File: src/rtl/srm_pkg.sv
// Shared types and encodings for the Simple RISC Machine controller:
// FSM states, instruction class codes, ALU/writeback/memory command values.
package srm_pkg;

    typedef enum logic [3:0] {
        S_RESET,
        S_IF1,
        S_IF2,
        S_UPDATE_PC,
        S_DECODE,
        S_WB_IMM,
        S_EXEC,
        S_EXEC_CMP,
        S_WB,
        S_ADDR,
        S_LD_ADDR,
        S_MEM_RD,
        S_LDR_WB,
        S_ST_DATA,
        S_ST_MEM,
        S_HALT
    } state_t;

    localparam logic [2:0] OP_MOV  = 3'b110;
    localparam logic [2:0] OP_ALU  = 3'b101;
    localparam logic [2:0] OP_LDR  = 3'b011;
    localparam logic [2:0] OP_STR  = 3'b100;
    localparam logic [2:0] OP_HALT = 3'b111;

    localparam logic [1:0] ALU_ADD  = 2'b00;
    localparam logic [1:0] ALU_SUB  = 2'b01;
    localparam logic [1:0] ALU_AND  = 2'b10;
    localparam logic [1:0] ALU_NOTB = 2'b11;

    localparam logic [1:0] VSEL_C     = 2'b00;
    localparam logic [1:0] VSEL_PC    = 2'b01;
    localparam logic [1:0] VSEL_IMM8  = 2'b10;
    localparam logic [1:0] VSEL_MDATA = 2'b11;

    localparam logic [1:0] MEM_NONE  = 2'b00;
    localparam logic [1:0] MEM_READ  = 2'b01;
    localparam logic [1:0] MEM_WRITE = 2'b10;

    localparam logic [1:0] SH_NONE = 2'b00;

endpackage

File: src/rtl/srm_decoder.sv
// Combinational instruction decode: splits the IR into register/shift fields
// and classifies {opcode,op} into the instruction classes the FSM dispatches on.
module srm_decoder
    import srm_pkg::*;
(
    input  logic [15:0] ir,
    output logic [2:0]  rn,
    output logic [2:0]  rd,
    output logic [2:0]  rm,
    output logic [1:0]  sh,
    output logic [1:0]  op,
    output logic        is_mov_imm,
    output logic        is_mov_reg,
    output logic        is_alu,
    output logic        is_mvn,
    output logic        is_cmp,
    output logic        is_ldr,
    output logic        is_str,
    output logic        is_halt,
    output logic        is_illegal
);

    logic [2:0] opcode;

    assign opcode = ir[15:13];
    assign op     = ir[12:11];
    assign rn     = ir[10:8];
    assign rd     = ir[7:5];
    assign sh     = ir[4:3];
    assign rm     = ir[2:0];

    always_comb begin
        is_mov_imm = 1'b0;
        is_mov_reg = 1'b0;
        is_alu     = 1'b0;
        is_mvn     = 1'b0;
        is_cmp     = 1'b0;
        is_ldr     = 1'b0;
        is_str     = 1'b0;
        is_halt    = 1'b0;
        case (opcode)
            OP_MOV: begin
                is_mov_imm = (op == 2'b10);
                is_mov_reg = (op == 2'b00);
            end
            OP_ALU: begin
                is_alu = (op == ALU_ADD) || (op == ALU_AND);
                is_cmp = (op == ALU_SUB);
                is_mvn = (op == ALU_NOTB);
            end
            OP_LDR:  is_ldr  = (op == 2'b00);
            OP_STR:  is_str  = (op == 2'b00);
            OP_HALT: is_halt = (op == 2'b00);
            default: ;
        endcase
    end

    assign is_illegal = ~(is_mov_imm | is_mov_reg | is_alu | is_mvn | is_cmp |
                          is_ldr | is_str | is_halt);

endmodule

File: src/rtl/srm_controller.sv
// Moore FSM sequencing the SRM datapath: fetch, decode, execute, one instruction at a time.
// Build option SRM_ILLEGAL_TRAP_EN: undefined encodings halt instead of running as a NOP.
module srm_controller
    import srm_pkg::*;
#(
    parameter logic [7:0] RESET_PC = 8'h00
) (
    input  logic        clk,
    input  logic        reset,
    input  logic [15:0] ir,
    output logic [2:0]  anum,
    output logic [2:0]  bnum,
    output logic [2:0]  writenum,
    output logic        write,
    output logic [1:0]  vsel,
    output logic        asel,
    output logic        bsel,
    output logic [1:0]  shift,
    output logic [1:0]  ALUop,
    output logic        loadc,
    output logic        loads,
    output logic        load_ir,
    output logic        load_pc,
    output logic        reset_pc,
    output logic        load_addr,
    output logic        addr_sel,
    output logic [1:0]  mem_cmd,
    output logic [7:0]  reset_pc_val,
    output logic        halted
);

    state_t     state_q;
    state_t     state_d;

    logic [2:0] rn;
    logic [2:0] rd;
    logic [2:0] rm;
    logic [1:0] sh;
    logic [1:0] op;
    logic       is_mov_imm;
    logic       is_mov_reg;
    logic       is_alu;
    logic       is_mvn;
    logic       is_cmp;
    logic       is_ldr;
    logic       is_str;
    logic       is_halt;
    logic       is_illegal;

    srm_decoder u_decoder (
        .ir         (ir),
        .rn         (rn),
        .rd         (rd),
        .rm         (rm),
        .sh         (sh),
        .op         (op),
        .is_mov_imm (is_mov_imm),
        .is_mov_reg (is_mov_reg),
        .is_alu     (is_alu),
        .is_mvn     (is_mvn),
        .is_cmp     (is_cmp),
        .is_ldr     (is_ldr),
        .is_str     (is_str),
        .is_halt    (is_halt),
        .is_illegal (is_illegal)
    );

    assign reset_pc_val = RESET_PC;

    always_ff @(posedge clk or posedge reset) begin
        if (reset) begin
            state_q <= S_RESET;
        end else begin
            state_q <= state_d;
        end
    end

    always_comb begin
        state_d = state_q;
        case (state_q)
            S_RESET:     state_d = S_IF1;
            S_IF1:       state_d = S_IF2;
            S_IF2:       state_d = S_UPDATE_PC;
            S_UPDATE_PC: state_d = S_DECODE;
            S_DECODE: begin
                if (is_mov_imm) begin
                    state_d = S_WB_IMM;
                end else if (is_mov_reg || is_alu || is_mvn) begin
                    state_d = S_EXEC;
                end else if (is_cmp) begin
                    state_d = S_EXEC_CMP;
                end else if (is_ldr || is_str) begin
                    state_d = S_ADDR;
                end else if (is_halt) begin
                    state_d = S_HALT;
                end else if (is_illegal) begin
`ifdef SRM_ILLEGAL_TRAP_EN
                    state_d = S_HALT;
`else
                    state_d = S_IF1;
`endif
                end
            end
            S_WB_IMM:    state_d = S_IF1;
            S_EXEC:      state_d = S_WB;
            S_EXEC_CMP:  state_d = S_IF1;
            S_WB:        state_d = S_IF1;
            S_ADDR:      state_d = S_LD_ADDR;
            S_LD_ADDR:   state_d = is_str ? S_ST_DATA : S_MEM_RD;
            S_MEM_RD:    state_d = S_LDR_WB;
            S_LDR_WB:    state_d = S_IF1;
            S_ST_DATA:   state_d = S_ST_MEM;
            S_ST_MEM:    state_d = S_IF1;
            S_HALT:      state_d = S_HALT;
            default:     state_d = S_RESET;
        endcase
    end

    // Outputs are a pure function of the current state and the IR fields.
    always_comb begin
        anum      = 3'd0;
        bnum      = 3'd0;
        writenum  = 3'd0;
        write     = 1'b0;
        vsel      = VSEL_C;
        asel      = 1'b0;
        bsel      = 1'b0;
        shift     = SH_NONE;
        ALUop     = ALU_ADD;
        loadc     = 1'b0;
        loads     = 1'b0;
        load_ir   = 1'b0;
        load_pc   = 1'b0;
        reset_pc  = 1'b0;
        load_addr = 1'b0;
        addr_sel  = 1'b0;
        mem_cmd   = MEM_NONE;
        halted    = 1'b0;
        case (state_q)
            S_RESET: begin
                reset_pc = 1'b1;
                load_pc  = 1'b1;
            end
            S_IF1: begin
                addr_sel = 1'b1;
                mem_cmd  = MEM_READ;
            end
            S_IF2: begin
                addr_sel = 1'b1;
                mem_cmd  = MEM_READ;
                load_ir  = 1'b1;
            end
            S_UPDATE_PC: load_pc = 1'b1;
            S_WB_IMM: begin
                writenum = rn;
                vsel     = VSEL_IMM8;
                write    = 1'b1;
            end
            S_EXEC: begin
                bnum  = rm;
                shift = sh;
                loadc = 1'b1;
                if (is_mov_reg) begin
                    asel  = 1'b1;
                    ALUop = ALU_ADD;
                end else if (is_mvn) begin
                    ALUop = ALU_NOTB;
                end else begin
                    anum  = rn;
                    ALUop = op;
                end
            end
            S_EXEC_CMP: begin
                anum  = rn;
                bnum  = rm;
                shift = sh;
                ALUop = ALU_SUB;
                loads = 1'b1;
            end
            S_WB: begin
                writenum = rd;
                vsel     = VSEL_C;
                write    = 1'b1;
            end
            S_ADDR: begin
                anum  = rn;
                bsel  = 1'b1;
                ALUop = ALU_ADD;
                loadc = 1'b1;
            end
            S_LD_ADDR: load_addr = 1'b1;
            S_MEM_RD:  mem_cmd = MEM_READ;
            S_LDR_WB: begin
                mem_cmd  = MEM_READ;
                writenum = rd;
                vsel     = VSEL_MDATA;
                write    = 1'b1;
            end
            S_ST_DATA: begin
                asel  = 1'b1;
                bnum  = rd;
                ALUop = ALU_ADD;
                loadc = 1'b1;
            end
            S_ST_MEM:  mem_cmd = MEM_WRITE;
            S_HALT:    halted = 1'b1;
            default: ;
        endcase
    end

endmodule

File: config.mk
export PLATFORM = sky130hd
export DESIGN_NAME = srm_controller
export DESIGN_NICKNAME = d
export VERILOG_FILES = /design/src/rtl/srm_pkg.sv /design/src/rtl/srm_decoder.sv /design/src/rtl/srm_controller.sv
export SDC_FILE = /design/constraint.sdc
export NUM_CORES = 1
export LEC_CHECK = 0
export ABC_CLOCK_PERIOD_IN_PS = 3890
export BUFFER_PORTS_ARGS = -buffer_cell sky130_fd_sc_hd__clkbuf_2
export CELL_PAD_IN_SITES_DETAIL_PLACEMENT = 2
export CELL_PAD_IN_SITES_GLOBAL_PLACEMENT = 2
export CORE_MARGIN = 2
export CORE_UTILIZATION = 24
export DETAILED_ROUTE_END_ITERATION = 6
export GPL_TIMING_DRIVEN = 0
export PLACE_DENSITY_LB_ADDON = 0.25
export SLEW_MARGIN = 10
export SYNTH_ARGS = -nofsm -noshare
export SYNTH_HDL_FRONTEND = slang
export SYNTH_HIERARCHICAL = 1
export SYNTH_SLANG_ARGS = --single-unit
export TNS_END_PERCENT = 20
File: constraint.sdc
create_clock -name clk -period 3.89 [get_ports clk]
set_input_delay 0.1945 -clock clk [delete_from_list [all_inputs] [get_ports clk]]
set_output_delay 0.1945 -clock clk [all_outputs]
set_load 0.1 [all_outputs]
==> metrics.md <==
| Metric | Value |
|---|---|
| Status | completed |
| Area growth syn-to-layout | 31.7% |
| Crit-path max cell delay | roughly 0.51 ns |
| Clk_lat worst skew | 0.22 ns |
| FMAX | 414 MHz |
| Final antenna-violating net count | 0 |
| Root Buffer | clkbuf_8 |
| Drt pass-1 iters | 4 |
| Slowest-stage cell, CP | nor3b_2 |
| Post-synth EDFFs | 0 |
| Largest regs | state_q x4 |
| Number of flip-flops in the largest register | 4 |
| Gr ovfl total | 0 |
| Total GRT Usage | 15.1% |
| Async SR Flop Fraction | 100% |
| Fin crit share | 62.1% |
| Tmin final | 2.42 ns |
| # diodes | 0 |
| Post-synth cell types | approximately 40 |
| Largest net degree at the start of global routing | 11 |
| Die Wd | 67.9 um |
| Largest Register | state_q |
| H-tree Lvls | 1 |
| Pwr dens | 921 nW/um^2 |
| Clk sinks | 4 |
| Clock transition at path regs | 0.03 ns |
| HP Class | in2async |
| Setup Buffers After CTS | 0 |
| # DRC | 0 |
| Core Region | 3970 sq um |
| Buffers & Inverters on Critical Path | 2 |
| Core Rows | 23 |
| Max Root-Sink Buffers | 2 |
| Slew Limit Fails | 0 |
| Register area share after synthesis | 10.2% |
| First-pass GRT wire length | roughly 5.4 mm |
| Detail-routed net length per standard cell | 14.4 um |
| Worst Setup Start Kind | primary input |
| Cell mode on critical path | clkbuf_2 |
| Synthesized flop and latch total | 4 |
| Register area | 100 sq um |
| Hold_buf cts | 1 |
| Synth top area share | 16.1% |
| Worst hold slack | about 0.39 ns |
| LEAKAGE | 0.000641 uW |
| Vias/cell | 4.69 |
| I/O Buffers | 34 |
| Max IR drop VDD | around 0.26 mV |
| Clk_skew | around 0.0013 ns |
| Nets@finish | 206 |
| Die Ht | 67.9 um |
| Relative slew slack | 63.7% |
| Routed vias | 1106 |
| Max_cap viols | 0 |
| Initial antenna violation count | 0 |
| IO Pins | 54 |
| CTS tree | built |
| Final TNS setup | 0 ns |
| Yosys warnings | 6 |
| Synthesized area | a little under 1000 sq um |
| Top post-synthesis cells by area | buf_4, dfrtp_1, nor2_1 |
| Layout cells sized above 1 | about 40% |
| Final setup fails | 0 |
| Worst Path Required | 3.70 ns |
| WL final | between 3 and 4 mm |
| Starting DRC count in detailed routing | 16 |
| Unrepaired setup endpoints after global routing | no |
| Final Hold Viols | 0 |
| Critical Path End Type | primary output |
| DP HPWL | 2.84 mm |
| Arr. time, crit path | 2.22 ns |
| Area of the die | 4610 sq um |
| Routability congestion estimate | 0.806 |
| Multi-input gate area | around 700 sq um |
| Ys flop type | dfrtp_1 |
| Critical path type | in2out |
| Vias in the first global route | 1134 |
| Crit-path max FO | 8 |
| Tightest Pin Transition | 0.542 ns |
| Syn Area/Cell | 6.95 sq um |
| Synth cell count leaders | nor2_1, buf_4, nor2b_1, nand2_1, buf_2 |
| Cells along the critical path | clkbuf_2 > or3b_1 > nor3b_2 > o21bai_1 > a31oi_1 > nor2b_1 > clkbuf_2 |
| Cells after synthesis | 141 |
| Count leader, synth | nor2_1 |
| Starting density of the core | between 20% and 30% |
| Fillers | 489 |
| CTS Buf Count | 3 |
| Post-CTS Resized | 0 |
| Worst path top cell family by delay | simple AND/OR/NAND/NOR gates |
| Area leader, netlist | buf_4 |
where the power goes:
group / total, uW / internal [uW] / switching (uW) / leakage [uW]
registers: 82.1 / 59.6 / 22.5 / 0.0000505
logic: 1020 / 192 / 825 / 0.000568
clock network: 88.7 / 66.1 / 22.6 / 0.0000216
layout by cell type, fill, tap and decap left out, types with 2 or more instances in the layout:
master,netlist,routed
o21bai_1,2,2
clkbuf_1,2,2
nand2_1,9,9
a32oi_1,3,3
dfrtp_1,4,4
a31oi_1,2,2
nor2_1,23,23
conb_1,1,8
nor3b_1,5,5
clkbuf_8,0,3
buf_2,6,6
and3_1,4,4
o21ai_0,4,4
nor2b_1,12,12
nor3b_2,2,2
nand2b_1,4,4
a21oi_1,5,5
and4bb_1,2,2
nand4_1,2,2
inv_1,3,3
clkbuf_2,0,34
nor3_1,5,5
buf_4,21,21
routing by layer:
metal	part of all wire, %	global-route usage (%)
met4	0.56	3.75
met3	4.5	0.658
met1	41	17.8
met5	0	0
met2	54	29.4
kinds of logic after synthesis:
kind of cell / count (synthesis) / synth area share [%]
XOR/XNOR: 1 / 0.894
flip-flops: 4 / 10.2
buffers and inverters: 32 / 21.1
AO/OA/AOI/OAI: 24 / 18.3
other: 1 / 0.383
AND/OR/NAND/NOR: 79 / 49.2
path summary, 6_finish.rpt:
check	start	endpoint	slack (ns)	depth (start not counted)
worst max-delay path	ir[15]	anum[2]	1.47	7
worst min-delay path	reset	state_q[0]$_DFFE_PP0P_	0.39	3
worst max register to register	state_q[3]$_DFFE_PP0P_	state_q[0]$_DFFE_PP0P_	2.41	4
worst min register to register	state_q[1]$_DFFE_PP0P_	state_q[3]$_DFFE_PP0P_	0.82	3
max in group asynchronous	reset	state_q[3]$_DFFE_PP0P_	3.35	3
min in group clk	ir[14]	state_q[2]$_DFFE_PP0P_	0.56	4
cell type report:
type                            count  share of cell area [%]
Tap cell                           50                    4.85
Timing Repair Buffer               35                    14.0
Clock buffer                        3                    3.20
Multi-Input combinational cell    112                    54.2
Inverter                            3                   0.873
Sequential cell                     4                    7.76
Buffer                             29                    15.1
tightest hold or removal path: cells and delay by family:
| family | cells | cell delay [ns] |
|---|---|---|
| buf+inv | 3 | 0.75 |
stage by stage:
step                      power [uW]  cells  instance area, sq um  worst slack (ns)  util, %
after floorplan                  936    148                  1010            0.0877        -
after global placement          1090    232                  1240              1.54     31.2
after detailed placement        1100    232                  1240              1.49     31.2
after CTS                       1200    236                  1290              1.46     32.5
after global routing            1260    236                  1290              1.24     32.5
final                           1190    236                  1290              1.47     32.5
Power figures use the tool's default switching activity.
